**src/rtl/cpu7_ifu_imem_bridge.sv**
```systemverilog
// Fetch-unit bridge to instruction memory: request throttling, cancel
// discard and a registered single-entry response with fetch exceptions.
module cpu7_ifu_imem_bridge #(
  parameter logic [5:0] ADEF_CODE = 6'h08,
  parameter int         MAX_OUTST = 2
) (
  input  logic        clk,
  input  logic        reset,
  input  logic        inst_req,
  input  logic [31:0] inst_addr,
  input  logic        inst_cancel,
  output logic        inst_addr_ok,
  output logic        inst_valid_f,
  output logic [31:0] inst_rdata_f,
  output logic        inst_ex,
  output logic [5:0]  inst_exccode,
  output logic [1:0]  inst_count,
  output logic        mem_req,
  output logic [31:0] mem_addr,
  input  logic        mem_addr_ok,
  input  logic        mem_rvalid,
  input  logic [31:0] mem_rdata,
  input  logic        mem_rerr
);

  localparam logic [1:0] MaxOut = MAX_OUTST[1:0];

  logic [1:0]  outst_q, outst_d;
  logic [1:0]  disc_q, disc_d;
  logic        pend_q, pend_d;
  logic        vld_q, vld_d;
  logic [31:0] data_q, data_d;
  logic        ex_q, ex_d;
  logic [5:0]  code_q, code_d;

  logic aligned;
  logic full;
  logic rv;
  logic drop;
  logic mem_acc;
  logic mis_acc;

  always_comb begin
    aligned = (inst_addr[1:0] == 2'b00);
    full    = (outst_q == MaxOut) & ~mem_rvalid;
    rv      = mem_rvalid & (outst_q != 2'd0);
    drop    = rv & (disc_q != 2'd0);
    mem_req = ~reset & inst_req & aligned & ~full;
    mem_acc = mem_req & mem_addr_ok;
    mis_acc = ~reset & inst_req & ~aligned
            & (outst_q == 2'd0) & ~pend_q;
    inst_addr_ok = mem_acc | mis_acc;
  end

  always_comb begin
    outst_d = outst_q + {1'b0, mem_acc} - {1'b0, rv};
    // discard entries are a subset of outst, so a cancel
    // marks every still-outstanding old request
    if (inst_cancel) disc_d = outst_q - {1'b0, rv};
    else             disc_d = disc_q - {1'b0, drop};
    pend_d = mis_acc;
  end

  always_comb begin
    vld_d  = 1'b0;
    data_d = data_q;
    ex_d   = ex_q;
    code_d = code_q;
    if (inst_cancel) begin
      vld_d = 1'b0;
    end else if (pend_q) begin
      vld_d  = 1'b1;
      data_d = 32'h0;
      ex_d   = 1'b1;
      code_d = ADEF_CODE;
    end else if (rv & ~drop) begin
      vld_d  = 1'b1;
      data_d = mem_rdata;
      ex_d   = mem_rerr;
      code_d = mem_rerr ? ADEF_CODE : 6'h00;
    end
  end

  always_ff @(posedge clk) begin
    if (reset) begin
      outst_q <= 2'd0;
      disc_q  <= 2'd0;
      pend_q  <= 1'b0;
      vld_q   <= 1'b0;
      data_q  <= 32'h0;
      ex_q    <= 1'b0;
      code_q  <= 6'h00;
    end else begin
      outst_q <= outst_d;
      disc_q  <= disc_d;
      pend_q  <= pend_d;
      vld_q   <= vld_d;
      data_q  <= data_d;
      ex_q    <= ex_d;
      code_q  <= code_d;
    end
  end

  always_ff @(posedge clk) begin
    if (!reset) begin
      assert (!(mem_rvalid && outst_q == 2'd0));
    end
  end

  assign mem_addr     = inst_addr;
  assign inst_valid_f = vld_q;
  assign inst_rdata_f = data_q;
  assign inst_ex      = ex_q;
  assign inst_exccode = code_q;
  assign inst_count   = outst_q;

endmodule

```
**config.mk**
```make
export PLATFORM = sky130hd
export DESIGN_NAME = cpu7_ifu_imem_bridge
export DESIGN_NICKNAME = d
export VERILOG_FILES = /design/src/rtl/cpu7_ifu_imem_bridge.sv
export SDC_FILE = /design/constraint.sdc
export NUM_CORES = 1
export LEC_CHECK = 0
export ABC_CLOCK_PERIOD_IN_PS = 3000
export CORE_MARGIN = 3
export CORE_UTILIZATION = 39
export DETAILED_ROUTE_END_ITERATION = 12
export MAX_ROUTING_LAYER = met4
export PLACE_DENSITY = 0.86
export REMOVE_ABC_BUFFERS = 1
export SLEW_MARGIN = 0
export SYNTH_ARGS = -nofsm -noshare
export SYNTH_HDL_FRONTEND = slang
export SYNTH_SLANG_ARGS = --single-unit
```
**constraint.sdc**
```tcl
create_clock -name clk -period 3 [get_ports clk]
set_clock_uncertainty 0.2 [all_clocks]
set_input_delay 0.3 -clock clk [delete_from_list [all_inputs] [get_ports clk]]
set_output_delay 0.3 -clock clk [all_outputs]
set_load 0.005 [all_outputs]
```
## Word level (Yosys, flattened, before mapping)

Cells that the tools add are included.

- Reductions and logical operators: 7
- Bitwise operators: 19
- Equal/unequal tests: 1
- Add/sub/neg operators: 4
- Mux-type cells: 10

Operators by type and width:

| kind | number |
|---|---|
| 32-bit 2-to-1 mux | 2 |
| 6-bit 2-to-1 mux | 2 |
| 1-bit AND | 11 |
| 1-bit NOT | 7 |
| 2-bit nonzero test | 3 |
| 2-bit by 1-bit subtractor with 2-bit output | 3 |
| 2-bit logical NOT | 2 |
| 1-bit 2-to-1 mux | 4 |
| 4-bit 2-to-1 mux | 1 |
| 2-bit by 1-bit adder with 2-bit output | 1 |
| 2-bit equality test, second input constant | 1 |
| 2-bit 2-to-1 mux | 1 |
| 2-bit AND reduction | 1 |
| 2-bit OR reduction | 1 |
| 1-bit bitwise OR | 1 |

- Output and inout port bits: 76
- Bits in registers: 45
- Bits of input ports: 71
- Logic and storage cells: 48

## Longest topological paths before layout

- Depth in word-level cells: 7
- Mapped depth: 9
- Gate-level depth less buffers: 9

## Worst setup path after synthesis

Ideal clock, no wire load.

- Path kind: register -> register
- Start: reg outst_q[0] (netlist: inst_count[0])
- End: reg outst_q[1] (netlist: inst_count[1])
- Path slack: 854 ps
- Setup time: 121 ps
- Clock period less this slack: 2,146 ps
- Cell stages (with the launch flop): 10
- Data arrival time: 1,825 ps
- Path through: dfxtp_1 nor2_1 a2111oi_2 nand2_1 ha_1 inv_1 ha_1 xnor2_1 xnor2_1 nor2_1

- Word-level cells in the longest chain between the ends: 7
- Elaborated cells between the ends (all ways): 9

RTL lines:

| what | line | source |
|---|---|---|
| from (decl) | 28 | `logic [1:0] outst_q, outst_d;` |
| from (signal assigned) | 94 | `outst_q <= outst_d;` |
| 2-bit equality test | 45 | `full = (outst_q == MaxOut) & ~mem_rvalid;` |
| 1-bit AND | 45 |  |
| 1-bit NOT | 48 | `mem_req = ~reset & inst_req & aligned & ~full;` |
| 1-bit AND | 48 |  |
| named net mem_req | 18 | `output logic mem_req,` |
| 1-bit AND | 49 | `mem_acc = mem_req & mem_addr_ok;` |
| 2-bit by 1-bit adder with 2-bit output | 56 | `outst_d = outst_q + {1'b0, mem_acc} - {1'b0, rv};` |
| 2-bit by 1-bit subtractor with 2-bit output | 56 |  |

The timed path passes the listed nets, and every way through them passes these cells.
A chain may end at the register's enable or synchronous reset.

## Final worst setup path

- Start: in inst_addr[1]
- End: out inst_addr_ok

- Word-level cells in the longest chain between the ends: 6
- Elaborated cells between the ends (all ways): 9

RTL lines:

| what | line | source |
|---|---|---|
| from (decl) | 10 | `input logic [31:0] inst_addr,` |
| 2-bit logical NOT (*) | 44 | `aligned = (inst_addr[1:0] == 2'b00);` |
| 1-bit NOT | 50 | `mis_acc = ~reset & inst_req & ~aligned` |
| 1-bit AND | 50 |  |
| 1-bit AND (2 in series) | 51 | `& (outst_q == 2'd0) & ~pend_q;` |
| 1-bit bitwise OR (*) | 52 | `inst_addr_ok = mem_acc \| mis_acc;` |
| to (decl) | 12 | `output logic inst_addr_ok,` |

Mark *: on every way between the ends. The rest lies on a longest branch, timed or not.

==> impl_metrics.csv <==
group,metric,value,unit
power,power_density,473,nW/um^2
worst_setup_path,cp_max_fanout,3,
cells_and_area,drive_above_1_share,16.9,%
timing,finalHoldWorstSlack,0.192,ns
yosys,synth.top_cells.by_area,"sky130_fd_sc_hd__dfxtp_1 34%, sky130_fd_sc_hd__o32ai_2 21%, sky130_fd_sc_hd__buf_4 14%, sky130_fd_sc_hd__nand3_1 7.0%, sky130_fd_sc_hd__inv_1 6.1%",
cells_and_area,synthToLayoutAreaGrowth,26.8,%
yosys,syn-instance-count,231,
worst_setup_path,reg2reg_to,"inst_count[1]",
worst_setup_path,worst_path_max_delay_cell,"sky130_fd_sc_hd__clkdlybuf4s50_1",
timing,max_slew_margin,29.0,%
yosys,post_synth_and_or_nand_nor_area_fraction,12.3,%
timing,finalWorstPathRequiredPeriod,2.51,ns
clock_network,number_of_setup_buffers_added_after_cts,0,
clock_network,cts_made_buffers,5,
timing,report.final.slew_viol_count,0,
route,wire_per_inst,17.5,um
clock_network,tritoncts,"yes",
power,pleak,1.09,nW
yosys,synth_top_family_by_area,"compound AO/OA/AOI/OAI gates",
floorplanning,die_width,82.4,um
worst_setup_path,type_of_the_worst_setup_path,"input port to output port",
floorplanning,ioPinCount,147,
yosys,sequential_cell_area_fraction_in_the_yosys_report,34.3,%
floorplanning,floorplan.initialDensity,40.9,%
route,avgViaCountPerCell,5.22,
yosys,async_flop_share,0,%
worst_setup_path,worst-path-buf-inv,2,
yosys,post_synth_xor_area_fraction,1.54,%
worst_hold_path,hold-path-endpoint,"pend_q",
route,via_count,1794,
worst_setup_path,max_stage_delay,0.53,ns
yosys,synth.avg_cell_area,9.86,um^2
grt,grt_util_met2,25.5,%
floorplanning,die_height,82.4,um
timing,totalNegativeSetupSlack,0,ns
floorplanning,floorplan.die_area,6790,um^2
route,remaining_drc_errors,0,
grt,grt_pass1_wl,8690,um
yosys,leading_cell_types_by_count_after_synthesis,"42 x sky130_fd_sc_hd__buf_4, 39 x sky130_fd_sc_hd__dfxtp_1, 37 x sky130_fd_sc_hd__inv_1, 32 x sky130_fd_sc_hd__nand3_1, 30 x sky130_fd_sc_hd__o32ai_2",
grt,grt_antenna_before_repair,0,
route,drt_iter0_markers,36,
cells_and_area,n_fill_cell,526,
worst_setup_path,rrSetupSlack,0.69,ns
worst_setup_path,worstReg2RegStart,"inst_count[0]",
grt,global_route_hottest_layer,"met2",
timing,setup_repair_after_global_routing_missed_its_margin,"no",
route,antenna_viol_nets_final,0,
clock_network,cts.hold.buffers_added,0,
grt,grt_max_degree,39,
timing,setup_viol,0,
worst_hold_path,worst_hold_path.num_cells,3,
cells_and_area,area_taken_by_multi_input_logic_gates,957,um^2
yosys,synth_compound_gate_area_share,25.2,%
route,route.final.wire_length,6030,um
place,dp_hpwl,4390,um
clock_network,clock_sinks,39,
clock_network,worst_skew_pair.late_latency,0.28,ns
worst_setup_path,critical_path.startpoint_type,"input port",
timing,tightestPinTransition,1.06,ns
timing,timing_hold_violations_final,0,
clock_network,cts_htree_levels,2,
power,irDropWorstVdd,0.202,mV
floorplanning,core.rowCount,27,
yosys,synth_enable_flop_cells,0,
yosys,synthDistinctLibCells,28,
grt,globalRouteOverflowTotal,0,
grt,first_global_vias,1725,
worst_hold_path,hold_path.class,"input port to flop",
yosys,netlist.area_leader.share,34.3,%
place,place.gp.congestion,0.746,
worst_setup_path,worstPathArrival,2.01,ns
worst_setup_path,cp.required,2.50,ns
clock_network,cts_root_buffer,"sky130_fd_sc_hd__clkbuf_8",
yosys,synth_fa_ha_area_share,2.20,%
yosys,synth-seq-cells,39,
yosys,synthFlopType,"sky130_fd_sc_hd__dfxtp_1",
status,outcome,"completed",
cells_and_area,ff_latch_area,781,um^2
clock_network,clkSlewWorstSetupHoldPaths,0.07,ns
timing,min_period_over_period,83.7,%
cells_and_area,insertedDiodeCount,0,
yosys,synth.area.mux_share,0,%
worst_setup_path,reg2reg_depth,9,
worst_setup_path,end_kind,"output port",
worst_setup_path,crit_top_cell,"sky130_fd_sc_hd__clkdlybuf4s50_1",
route,firstDrtPassIters,4,
timing,fmax,0.398,GHz
grt,globalRouteMet3Util,10.7,%
floorplanning,floorplan.core_area,5570,um^2
worst_hold_path,worst_hold_startpoint,"reset",
yosys,yosys_warnings,0,
yosys,yosys.cell_count.top_type,"sky130_fd_sc_hd__buf_4",
worst_setup_path,crit_path_cells,"clkdlybuf4s50_1 -> nor2_1 -> or4_1 -> a21oi_1 -> clkdlybuf4s50_1",
clock_network,cts.repair.resized,0,
grt,grt_use_met1,21.7,%
yosys,synth_largest_area_cell,"sky130_fd_sc_hd__dfxtp_1",
yosys,synth_cell_area,2280,um^2
grt,globalRouteTotalUtil,17.9,%
clock_network,cts-root-to-sink-buffers,2,
cells_and_area,nets,348,
worst_setup_path,path_delay_family,"buffers and inverters",
place,io_buffers,81,
flow_run,maxCapViolations,0,
==> cells in the final DEF, fill, tap and decap left out, types with 2 or more instances in the layout <==
cell type                         count
sky130_fd_sc_hd__nand3_1             32
sky130_fd_sc_hd__buf_4                5
sky130_fd_sc_hd__o32ai_1              2
sky130_fd_sc_hd__a21oi_1              2
sky130_fd_sc_hd__o32ai_2             30
sky130_fd_sc_hd__nor2b_1              2
sky130_fd_sc_hd__nand2b_1             3
sky130_fd_sc_hd__dfxtp_1             39
sky130_fd_sc_hd__inv_1               37
sky130_fd_sc_hd__a211oi_1             2
sky130_fd_sc_hd__ha_1                 4
sky130_fd_sc_hd__xnor2_1              3
sky130_fd_sc_hd__clkdlybuf4s50_1     80
sky130_fd_sc_hd__conb_1               5
sky130_fd_sc_hd__clkbuf_8             5
sky130_fd_sc_hd__nor2_1               8
==> registers in the layout (all words and copies together), names as in the netlist <==
register and flops:
disc_q 2, inst_count 2, inst_exccode 1, inst_rdata_f 32, inst_valid_f 1, pend_q 1
==> cells by family (layout without fill, tap and decap cells) <==
group / after synthesis / in the layout
buf+inv: 93 / 130
simple gates: 50 / 50
compound gates: 40 / 40
flops: 39 / 39
fa+ha+maj: 4 / 4
xor+xnor: 4 / 4
other cells: 1 / 5
==> report_power, final <==
part	leakage (nW)	total [W]	switching (W)	internal (W)
Clock	0.0371	0.000330	0.000174	0.000155
Combinational	0.738	0.000427	0.000203	0.000224
Sequential	0.315	0.000610	0.0000451	0.000565
Total	1.09	0.00137	0.000423	0.000944
==> worst reg2reg max path: cells and delay by family, from the launching register on <==
kind | cells | cell delay, ns
flip-flops | 1 | 0.47
adder cells (fa/ha/maj) | 2 | 0.46
AO/OA/AOI/OAI | 1 | 0.43
XOR/XNOR | 2 | 0.30
AND/OR/NAND/NOR | 3 | 0.28
buffers and inverters | 1 | 0.04
==> worst max-delay path by stage <==
stage | startpoint | endpoint | cells past startpoint
floorplan | inst_count[1] | inst_exccode[3] | 3
global placement | mem_rvalid | inst_count[1] | 10
detailed placement | mem_rvalid | inst_count[1] | 10
CTS | inst_addr[1] | inst_addr_ok | 5
global route | inst_addr[1] | inst_addr_ok | 5
finish | inst_addr[1] | inst_addr_ok | 5
==> routing by layer <==
| metal | wire (um) | share of wire, % |
|---|---|---|
| met5 | 0 | 0 |
| met4 | 38 | 0.63 |
| met3 | 665 | 11 |
| met2 | 2680 | 44 |
| met1 | 2650 | 44 |
==> per-stage QoR <==
| step | total power [W] | std cells | setup slack (ns) | area, um^2 | util (%) |
|---|---|---|---|---|---|
| after floorplan | 0.000832 | 180 | 0.466 | 1880 | - |
| after global placement | 0.00104 | 338 | 0.464 | 2810 | 50.5 |
| after detailed placement | 0.00105 | 338 | 0.350 | 2810 | 50.5 |
| after CTS | 0.00139 | 344 | 0.495 | 2890 | 51.8 |
| after global routing | 0.00144 | 344 | 0.382 | 2890 | 51.8 |
| final | 0.00137 | 344 | 0.489 | 2890 | 51.8 |
==> layout make-up <==
| class | count | share of cell area, % |
|---|---|---|
| inverters | 38 | 4.94 |
| clock buffers | 6 | 2.51 |
| flip-flops and latches | 39 | 27.0 |
| well taps | 72 | 3.12 |
| repair buffers | 86 | 29.2 |
| multi-input cells | 103 | 33.2 |
Power figures use the tool's default switching activity.
